==> config.mk <==
export PLATFORM = sky130hd
export DESIGN_NAME = lpimo_copy_engine_flat
export DESIGN_NICKNAME = d
export VERILOG_FILES = /design/src/rtl/lpimo_copy_pkg.sv /design/src/rtl/lpimo_copy_engine_if.sv /design/src/rtl/lpimo_copy_fifo.sv /design/src/rtl/lpimo_copy_engine.sv /design/src/flat_wrapper.sv
export SDC_FILE = /design/constraint.sdc
export NUM_CORES = 1
export LEC_CHECK = 0
export BUFFER_PORTS_ARGS = -buffer_cell sky130_fd_sc_hd__buf_2
export CORE_UTILIZATION = 52
export DETAILED_ROUTE_END_ITERATION = 12
export GPL_ROUTABILITY_DRIVEN = 1
export PLACE_DENSITY = 0.83
export SKIP_LAST_GASP = 1
export SLEW_MARGIN = 20
export SYNTH_ARGS = -nofsm -noshare
export SYNTH_HDL_FRONTEND = slang
export SYNTH_HIERARCHICAL = 1
export SYNTH_SLANG_ARGS = --single-unit
==> constraint.sdc <==
create_clock -name clk -period 3.65 [get_ports clk]
set_clock_uncertainty 0.2 [all_clocks]
set_input_delay 0.365 -clock clk [delete_from_list [all_inputs] [get_ports clk]]
set_output_delay 0.365 -clock clk [all_outputs]
set_load 0.1 [all_outputs]
==> src/rtl/lpimo_copy_pkg.sv <==
// Shared encodings for the copy engine: FSM states and the request-type tag
// carried through the in-order response tracking queue.
package lpimo_copy_pkg;

  typedef enum logic [1:0] {
    IDLE  = 2'd0,
    RUN   = 2'd1,
    FLUSH = 2'd2
  } copy_state_t;

  typedef enum logic {
    TAG_READ  = 1'b0,
    TAG_WRITE = 1'b1
  } copy_tag_t;

  // Counter width able to hold 0..depth inclusive.
  function automatic int cnt_width(input int depth);
    return $clog2(depth) + 1;
  endfunction

endpackage

==> src/rtl/lpimo_copy_engine_if.sv <==
// Request/response bus between the copy engine and the memory system.
interface lpimo_copy_engine_if #(
  parameter int BW_ADDR = 32,
  parameter int BW_DATA = 32
);
  // Both channels use valid/ready: a beat moves on a clock edge where valid and
  // ready are both high; the sender holds valid and payload until that edge.
  logic               sqvalid;
  logic               sqready;
  logic               sqwrite;
  logic [BW_ADDR-1:0] sqaddr;
  logic [BW_DATA-1:0] sqwdata;
  logic               syvalid;
  logic               syready;
  logic [BW_DATA-1:0] sydata;

  modport master (
    output sqvalid, sqwrite, sqaddr, sqwdata, syready,
    input  sqready, syvalid, sydata
  );

  modport slave (
    input  sqvalid, sqwrite, sqaddr, sqwdata, syready,
    output sqready, syvalid, sydata
  );
endinterface

==> src/rtl/lpimo_copy_fifo.sv <==
// Registered FIFO with simultaneous push/pop; a push into a full FIFO is
// accepted only when a pop frees a slot in the same cycle.
module lpimo_copy_fifo #(
  parameter int WIDTH = 8,
  parameter int DEPTH = 4,
  localparam int AW   = $clog2(DEPTH),
  localparam int CW   = AW + 1
) (
  input  logic             clk,
  input  logic             rstnn,
  input  logic             push,
  input  logic [WIDTH-1:0] din,
  input  logic             pop,
  output logic [WIDTH-1:0] dout,
  output logic             empty,
  output logic [CW-1:0]    count
);
  logic [WIDTH-1:0] mem [DEPTH];
  logic [AW-1:0]    wr_ptr;
  logic [AW-1:0]    rd_ptr;
  logic [CW-1:0]    cnt;
  logic             do_push;
  logic             do_pop;

  assign do_pop  = pop && (cnt != '0);
  assign do_push = push && ((cnt != CW'(DEPTH)) || do_pop);

  always_ff @(posedge clk or negedge rstnn) begin
    if (!rstnn) begin
      wr_ptr <= '0;
      rd_ptr <= '0;
      cnt    <= '0;
    end else begin
      if (do_push) wr_ptr <= wr_ptr + AW'(1);
      if (do_pop)  rd_ptr <= rd_ptr + AW'(1);
      cnt <= cnt + CW'(do_push) - CW'(do_pop);
    end
  end

  // Storage needs no reset: the pointers and count define what is valid.
  always_ff @(posedge clk) begin
    if (do_push) mem[wr_ptr] <= din;
  end

  assign dout  = mem[rd_ptr];
  assign empty = (cnt == '0);
  assign count = cnt;
endmodule

==> src/rtl/lpimo_copy_engine.sv <==
// Word copy engine: streams reads from src into a small buffer and writes them
// to dst, with read credits bounded by buffer space and in-order response tags.
module lpimo_copy_engine
  import lpimo_copy_pkg::*;
#(
  parameter int BW_ADDR   = 32,
  parameter int BW_DATA   = 32,
  parameter int BW_LEN    = 16,
  parameter int BUF_DEPTH = 4
) (
  input  logic                clk,
  input  logic                rstnn,
  input  logic                start,
  input  logic [BW_ADDR-1:0]  src_addr,
  input  logic [BW_ADDR-1:0]  dst_addr,
  input  logic [BW_LEN-1:0]   num_words,
  output logic                busy,
  output logic                done,
  output copy_state_t         state_dbg,
  lpimo_copy_engine_if.master bus
);
  localparam int BUF_CW    = cnt_width(BUF_DEPTH);
  localparam int TAG_DEPTH = 2 * BUF_DEPTH;
  localparam int TAG_CW    = cnt_width(TAG_DEPTH);
  localparam logic [BW_ADDR-1:0] STEP = BW_ADDR'(BW_DATA / 8);

  if (BUF_DEPTH < 2 || (BUF_DEPTH & (BUF_DEPTH - 1)) != 0) begin : g_bad_depth
    $error("BUF_DEPTH must be a power of 2 and at least 2");
  end

  copy_state_t        state;
  logic [BW_ADDR-1:0] src_ptr;
  logic [BW_ADDR-1:0] dst_ptr;
  logic [BW_LEN-1:0]  rd_left;
  logic [BW_LEN-1:0]  wr_left;
  logic [BW_LEN-1:0]  num_r;
  logic [BW_LEN-1:0]  ack_cnt;
  logic [BUF_CW-1:0]  rd_pend;

  logic               tag_push;
  logic               tag_pop;
  logic [0:0]         tag_dout;
  logic               tag_empty;
  logic [TAG_CW-1:0]  tag_count;
  logic               buf_push;
  logic               buf_pop;
  logic [BW_DATA-1:0] buf_dout;
  logic               buf_empty;
  logic [BUF_CW-1:0]  buf_count;

  logic slot_free;
  logic tag_room;
  logic sel_write;
  logic sel_read;

  assign tag_push = bus.sqvalid && bus.sqready;
  assign tag_pop  = bus.syvalid && bus.syready && !tag_empty;
  assign buf_push = tag_pop && (copy_tag_t'(tag_dout) == TAG_READ);
  assign buf_pop  = sel_write;

  // A new request may be chosen when the output slot is empty or drains this
  // cycle, and the tag queue is guaranteed room for it even with no response.
  assign slot_free = !bus.sqvalid || bus.sqready;
  assign tag_room  = (tag_count + TAG_CW'(tag_push)) < TAG_CW'(TAG_DEPTH);
  assign sel_write = (state == RUN) && slot_free && tag_room && !buf_empty;
  assign sel_read  = (state == RUN) && slot_free && tag_room && buf_empty &&
                     (rd_left != '0) &&
                     ((rd_pend + buf_count) < BUF_CW'(BUF_DEPTH));

  lpimo_copy_fifo #(.WIDTH(1), .DEPTH(TAG_DEPTH)) u_tag_q (
    .clk   (clk),
    .rstnn (rstnn),
    .push  (tag_push),
    .din   (bus.sqwrite),
    .pop   (tag_pop),
    .dout  (tag_dout),
    .empty (tag_empty),
    .count (tag_count)
  );

  lpimo_copy_fifo #(.WIDTH(BW_DATA), .DEPTH(BUF_DEPTH)) u_data_buf (
    .clk   (clk),
    .rstnn (rstnn),
    .push  (buf_push),
    .din   (bus.sydata),
    .pop   (buf_pop),
    .dout  (buf_dout),
    .empty (buf_empty),
    .count (buf_count)
  );

  always_ff @(posedge clk or negedge rstnn) begin
    if (!rstnn) begin
      state       <= IDLE;
      busy        <= 1'b0;
      done        <= 1'b0;
      src_ptr     <= '0;
      dst_ptr     <= '0;
      rd_left     <= '0;
      wr_left     <= '0;
      num_r       <= '0;
      ack_cnt     <= '0;
      rd_pend     <= '0;
      bus.sqvalid <= 1'b0;
      bus.sqwrite <= 1'b0;
      bus.sqaddr  <= '0;
      bus.sqwdata <= '0;
    end else begin
      done    <= 1'b0;
      rd_pend <= rd_pend + BUF_CW'(sel_read) - BUF_CW'(buf_push);
      if (tag_pop && (copy_tag_t'(tag_dout) == TAG_WRITE)) ack_cnt <= ack_cnt + BW_LEN'(1);

      if (sel_write) begin
        bus.sqvalid <= 1'b1;
        bus.sqwrite <= TAG_WRITE;
        bus.sqaddr  <= dst_ptr;
        bus.sqwdata <= buf_dout;
        dst_ptr     <= dst_ptr + STEP;
        wr_left     <= wr_left - BW_LEN'(1);
      end else if (sel_read) begin
        bus.sqvalid <= 1'b1;
        bus.sqwrite <= TAG_READ;
        bus.sqaddr  <= src_ptr;
        bus.sqwdata <= '0;
        src_ptr     <= src_ptr + STEP;
        rd_left     <= rd_left - BW_LEN'(1);
      end else if (tag_push) begin
        bus.sqvalid <= 1'b0;
      end

      case (state)
        IDLE: begin
          if (start) begin
            src_ptr <= src_addr;
            dst_ptr <= dst_addr;
            rd_left <= num_words;
            wr_left <= num_words;
            num_r   <= num_words;
            ack_cnt <= '0;
            if (num_words == '0) begin
              done <= 1'b1;
            end else begin
              state <= RUN;
              busy  <= 1'b1;
            end
          end
        end
        RUN: begin
          if ((wr_left == '0) && !bus.sqvalid) state <= FLUSH;
        end
        FLUSH: begin
          if (ack_cnt == num_r) begin
            state <= IDLE;
            busy  <= 1'b0;
            done  <= 1'b1;
          end
        end
        default: state <= IDLE;
      endcase
    end
  end

  assign bus.syready = busy;
  assign state_dbg   = state;
endmodule

==> src/flat_wrapper.sv <==
// flat-port wrapper written by rule: the top's interface ports become plain ports
module lpimo_copy_engine_flat import lpimo_copy_pkg::*;
#(
  parameter int BW_ADDR   = 32,
  parameter int BW_DATA   = 32,
  parameter int BW_LEN    = 16,
  parameter int BUF_DEPTH = 4
)
  (clk, rstnn, start, src_addr, dst_addr, num_words, busy, done, state_dbg, bus_sqvalid, bus_sqwrite, bus_sqaddr, bus_sqwdata, bus_syready, bus_sqready, bus_syvalid, bus_sydata);
  lpimo_copy_engine_if #(.BW_ADDR(BW_ADDR), .BW_DATA(BW_DATA)) bus_i ();
  input  logic clk;
  input  logic rstnn;
  input  logic start;
  input  logic [BW_ADDR-1:0] src_addr;
  input  logic [BW_ADDR-1:0] dst_addr;
  input  logic [BW_LEN-1:0] num_words;
  output logic busy;
  output logic done;
  output copy_state_t state_dbg;
  output wire logic [$bits(bus_i.sqvalid)-1:0] bus_sqvalid;
  output wire logic [$bits(bus_i.sqwrite)-1:0] bus_sqwrite;
  output wire logic [$bits(bus_i.sqaddr)-1:0] bus_sqaddr;
  output wire logic [$bits(bus_i.sqwdata)-1:0] bus_sqwdata;
  output wire logic [$bits(bus_i.syready)-1:0] bus_syready;
  input wire logic [$bits(bus_i.sqready)-1:0] bus_sqready;
  input wire logic [$bits(bus_i.syvalid)-1:0] bus_syvalid;
  input wire logic [$bits(bus_i.sydata)-1:0] bus_sydata;
  assign bus_sqvalid = bus_i.sqvalid;
  assign bus_sqwrite = bus_i.sqwrite;
  assign bus_sqaddr = bus_i.sqaddr;
  assign bus_sqwdata = bus_i.sqwdata;
  assign bus_syready = bus_i.syready;
  assign bus_i.sqready = bus_sqready;
  assign bus_i.syvalid = bus_syvalid;
  assign bus_i.sydata = bus_sydata;
  lpimo_copy_engine #(.BW_ADDR(BW_ADDR), .BW_DATA(BW_DATA), .BW_LEN(BW_LEN), .BUF_DEPTH(BUF_DEPTH)) u_core (.clk(clk), .rstnn(rstnn), .start(start), .src_addr(src_addr), .dst_addr(dst_addr), .num_words(num_words), .busy(busy), .done(done), .state_dbg(state_dbg), .bus(bus_i));
endmodule
==> summary.md <==
| Metric | Value |
|---|---|
| Layout overhead on the synthesized area | `24.1%` |
| Worst slew margin relative to its limit | `33.4%` |
| Final Cell Area | `19600 um^2` |
| Fraction of the cycle the final worst path needs | `92.9%` |
| Fraction of synthesized area in multiplexers | `5.32%` |
| Post-place instance area | `17300 um^2` |
| Gate count of the mapped netlist | `1282` |
| Fin nets | `1723` |
| # Max-Cap Violations | `0` |
| Capture endpoint of the worst hold path | `u_core/bus.sqvalid` |
| Status | `complete, no violations` |
| Int Pwr | `0.00976 W` |
| Total wire length after detailed routing | `41.5 mm` |
| Slew at the pin with the worst max-slew slack | `995 ps` |
| Pin count of the biggest net entering global routing | `100` |
| Final Setup Violations | `0` |
| Post-synthesis share of cell area spent on full adders, half adders and majority gates | `2.12%` |
| Start of the worst register-to-register path | `u_core/u_tag_q/rd_ptr[1]` |
| Final Hold Violating Endpoints | `0` |
| List of most frequent post-synthesis cells | `sky130_fd_sc_hd__dfrtp_1 (218), sky130_fd_sc_hd__nand2_1 (145), sky130_fd_sc_hd__edfxtp_1 (136)` |
| Antenna violations before repair | `2` |
| Peak Freq | `0.295 GHz` |
| Library cell used as clock root buffer | `sky130_fd_sc_hd__clkbuf_16` |
| FFs w/ async S/R, synth | `61.6%` |
| Ports placed on the boundary | `188` |
| Final core area utilization | `65.9%` |
| Area of the core | `29800 um^2` |
| Cts repair resizes | `0` |
| Part of the total power dissipated in combinational logic | `42.8%` |
| Number of remaining DRC errors | `0` |
| Area share of and/or/nand/nor cells after synthesis | `13.7%` |
| Avg Vias per Cell | `5.89` |
| Setup repair after global routing missed its margin | `no` |
| Syn Area/Cell | `12.3 um^2` |
| Number of fillers in the final layout | `2078` |
| First-pass GRT wire length | `65.7 mm` |
| Number of buffers on the longest clock path | `3` |
| Post-synth design cell area | `15800 um^2` |
| Crit path kind | `reg -> reg` |
| Routed length on met2 | `20.8 mm` |
| Effective utilization at floorplan | `53.1%` |
| Unique masters post-synth | `65` |
| Fraction of final layout cells sized beyond drive strength 1 | `20.9%` |
| Net switching power | `0.00776 W` |
| Clock tree from TritonCTS | `yes` |
| Num CTS Buffers | `38` |
| Count of yosys warnings during synthesis | `6` |
| Depth of the worst hold-timing path | `3` |
| Slew Limit Fails | `0` |
| CP required | `3850 ps` |
| Seq pwr share | `36.1%` |
| H-tree Lvls | `2` |
| Arrival time of data at the critical path endpoint | `3590 ps` |
| Reg-to-reg setup timing slack | `260 ps` |
| Clk pwr share | `21.1%` |
| Worst-case setup margin in the final layout | `260 ps` |
| Number of flops mapped to enable cells by yosys | `136` |
| Hold crit path type | `in -> reg` |
| Chip height | `176 um` |
| Amount of wire on met3 after detailed routing | `3.32 mm` |
| Vias after detailed routing | `11800` |
| Register bit total from synthesis | `354` |
| Uppermost metal layer occupied by signal nets | `met4` |
| Portion of synthesized cell area occupied by the leading cell type | `34.5%` |
| Syn Nets | `1424` |
| Worst IR Drop VDD | `986 uV` |
| Most frequent cell after synthesis | `sky130_fd_sc_hd__dfrtp_1` |
| Wire per inst | `20.7 um` |
| Power consumption | `0.0175 W` |
| Post-synth top flop | `sky130_fd_sc_hd__dfrtp_1` |
| Sw Ratio | `44.3%` |
| Width of the chip | `176 um` |
| Final Wtd Congestion | `0.884` |
| Clock-pin transition on the worst setup and hold timing paths | `60 ps` |
| Reg-to-Reg End | `u_core/u_data_buf/count[2]` |
| Initial DRC Count | `1159` |
| Die area | `31100 um^2` |
| Worst-Skew Late Latency | `520 ps` |
| Reported leakage power | `8.18 nW` |
| Placement Rows | `63` |
| Synth top area cells | `sky130_fd_sc_hd__dfrtp_1 (34%), sky130_fd_sc_hd__edfxtp_1 (26%), sky130_fd_sc_hd__mux4_2 (4.6%)` |
| Cell count of the worst reg-to-reg path | `12` |
| Detailed-router iteration count before antenna repair | `5` |
| Start point of the worst hold path | `bus_sqready` |
| Met1 wire length | `16.3 mm` |
| Global-route usage over all layers | `27.3%` |
| Post-synthesis cell type with the largest combined area | `sky130_fd_sc_hd__dfrtp_1` |
| Synth Area in Compound Gates | `9.00%` |
| Combinational family with the most area after synthesis | `simple AND/OR/NAND/NOR gates` |
| Critical-path maximum fanout | `4` |
| Port Buffers | `187` |
| Startpoint type of the worst setup path | `register` |
| Clock sink total | `354` |
| Post-synthesis xor/xnor area fraction | `6.86%` |
| Final antenna-violating net count | `0` |
| Vias in the first global route | `12200` |
| Kind of end point of the critical path | `register` |
| Minimum clock period after layout | `3390 ps` |
| PD cells | `892 nW/um^2` |
| Pre-CTS WS | `255 ps` |
| Sum of net half-perimeters after detailed placement | `25.0 mm` |
| Leftover overflow at the end of global routing | `0` |
| Part of the Yosys area used for sequential elements | `60.3%` |
==> power by group through the flow <==
stage	combinational, W	sequential [W]	clock, W
5_1_grt	0.00797	0.00645	0.00393
4_1_cts	0.00747	0.00629	0.00375
3_3_place_gp	0.00709	0.00627	0
2_1_floorplan	0.00339	0.00850	0
6_report	0.00750	0.00632	0.00370
3_5_place_dp	0.00731	0.00632	0
==> how the worst max path moves through the flow <==
stage                                   startpoint                    endpoint  cells past startpoint
final                     u_core/u_tag_q/rd_ptr[1]  u_core/u_data_buf/count[2]                     12
after global routing      u_core/u_tag_q/rd_ptr[1]  u_core/u_data_buf/count[2]                     12
after CTS                 u_core/u_tag_q/rd_ptr[1]  u_core/u_data_buf/count[2]                     12
after detailed placement  u_core/u_tag_q/rd_ptr[1]  u_core/u_data_buf/count[2]                     12
after global placement    u_core/u_tag_q/rd_ptr[1]  u_core/u_data_buf/count[2]                     12
after floorplan                 u_core/bus.sqvalid  u_core/u_data_buf/count[2]                     16
==> cell families after synthesis <==
logic type	count (synthesis)
compound gates	209
simple gates	429
buf+inv	101
xor+xnor	124
mux	40
flops	354
fa+ha+maj	25
==> timing repair <==
item | in CTS | in global routing
hold endpoints to repair | 324 | 0
buffers inserted | 0 | 0
hold buffers | 113 | 0
==> layout by cell type (no fill, tap or decap), types with 9 or more instances in the layout <==
cell type,netlist,final
sky130_fd_sc_hd__dfrtp_1,218,214
sky130_fd_sc_hd__buf_2,18,186
sky130_fd_sc_hd__nand2_1,145,144
sky130_fd_sc_hd__edfxtp_1,136,136
sky130_fd_sc_hd__dlygate4sd3_1,0,113
sky130_fd_sc_hd__nor2_1,78,78
sky130_fd_sc_hd__xor2_1,65,65
sky130_fd_sc_hd__a22o_1,61,61
sky130_fd_sc_hd__xnor2_1,59,58
sky130_fd_sc_hd__o21ai_0,57,57
sky130_fd_sc_hd__clkbuf_16,0,38
sky130_fd_sc_hd__nor3_1,36,35
sky130_fd_sc_hd__nand3_1,36,35
sky130_fd_sc_hd__nand4_1,34,34
sky130_fd_sc_hd__inv_1,32,32
sky130_fd_sc_hd__mux4_2,32,32
sky130_fd_sc_hd__a21oi_1,30,30
sky130_fd_sc_hd__a21o_1,30,30
sky130_fd_sc_hd__nor4_1,26,26
sky130_fd_sc_hd__ha_1,22,22
sky130_fd_sc_hd__buf_4,5,17
sky130_fd_sc_hd__clkbuf_1,39,10
sky130_fd_sc_hd__and2_1,11,10
sky130_fd_sc_hd__a31oi_1,10,9
==> layer usage <==
layer / vias to the layer above / global-route usage [%]
met4: 0 / 8.55
met1: 5912 / 35.2
met5: - / 0
met2: 544 / 46.5
li1: 5260 / -
met3: 79 / 5.36
==> state kept, by name, indices dropped and copies added, names as in the netlist, 2 cells and up <==
register and cells:
u_core/state_dbg 2, u_core/rd_pend 3, u_core/bus.sqaddr 32, u_core/u_data_buf/rd_ptr 2, u_core/u_tag_q/wr_ptr 3, u_core/u_data_buf/mem 128
u_core/u_data_buf/count 3, u_core/rd_left 16, u_core/num_r 16, u_core/bus.sqwdata 32, u_core/u_tag_q/rd_ptr 3, u_core/u_data_buf/wr_ptr 2
u_core/u_tag_q/mem 8, u_core/src_ptr 32, u_core/u_tag_q/count 4, u_core/ack_cnt 16, u_core/dst_ptr 32, u_core/wr_left 16
==> critical path, stage by stage, from the launching register on <==
cell                      delay (ps)
sky130_fd_sc_hd__dfrtp_1         400
sky130_fd_sc_hd__mux4_1          570
sky130_fd_sc_hd__mux2_2          290
sky130_fd_sc_hd__nor3_1          350
sky130_fd_sc_hd__o41a_1          260
sky130_fd_sc_hd__inv_1            60
sky130_fd_sc_hd__ha_1            290
sky130_fd_sc_hd__inv_1            60
sky130_fd_sc_hd__ha_1            130
sky130_fd_sc_hd__inv_1            50
sky130_fd_sc_hd__fa_2            350
sky130_fd_sc_hd__xnor2_2         140
sky130_fd_sc_hd__xnor2_1         130
==> cell type report <==
class	count	area, um^2	area share (%)
multi-input cells	827	5900	30.1
clock inverters	16	138	0.701
inverters	35	134	0.682
repair buffers	325	2360	12.0
diodes	3	7.51	0.0382
flip-flops and latches	354	9550	48.6
well taps	390	488	2.48
clock buffers	53	1060	5.38
==> per-stage QoR <==
step / hold WS (ps) / cells / setup TNS (ps)
finish: 41.1 / 2003 / 0
global route: 64.1 / 2002 / 0
CTS: 30.5 / 2000 / 0
detailed placement: 258 / 1818 / 0
global placement: 254 / 1818 / 0
floorplan: -131 / 1282 / -12.0
(Power assumes the default switching activity.)
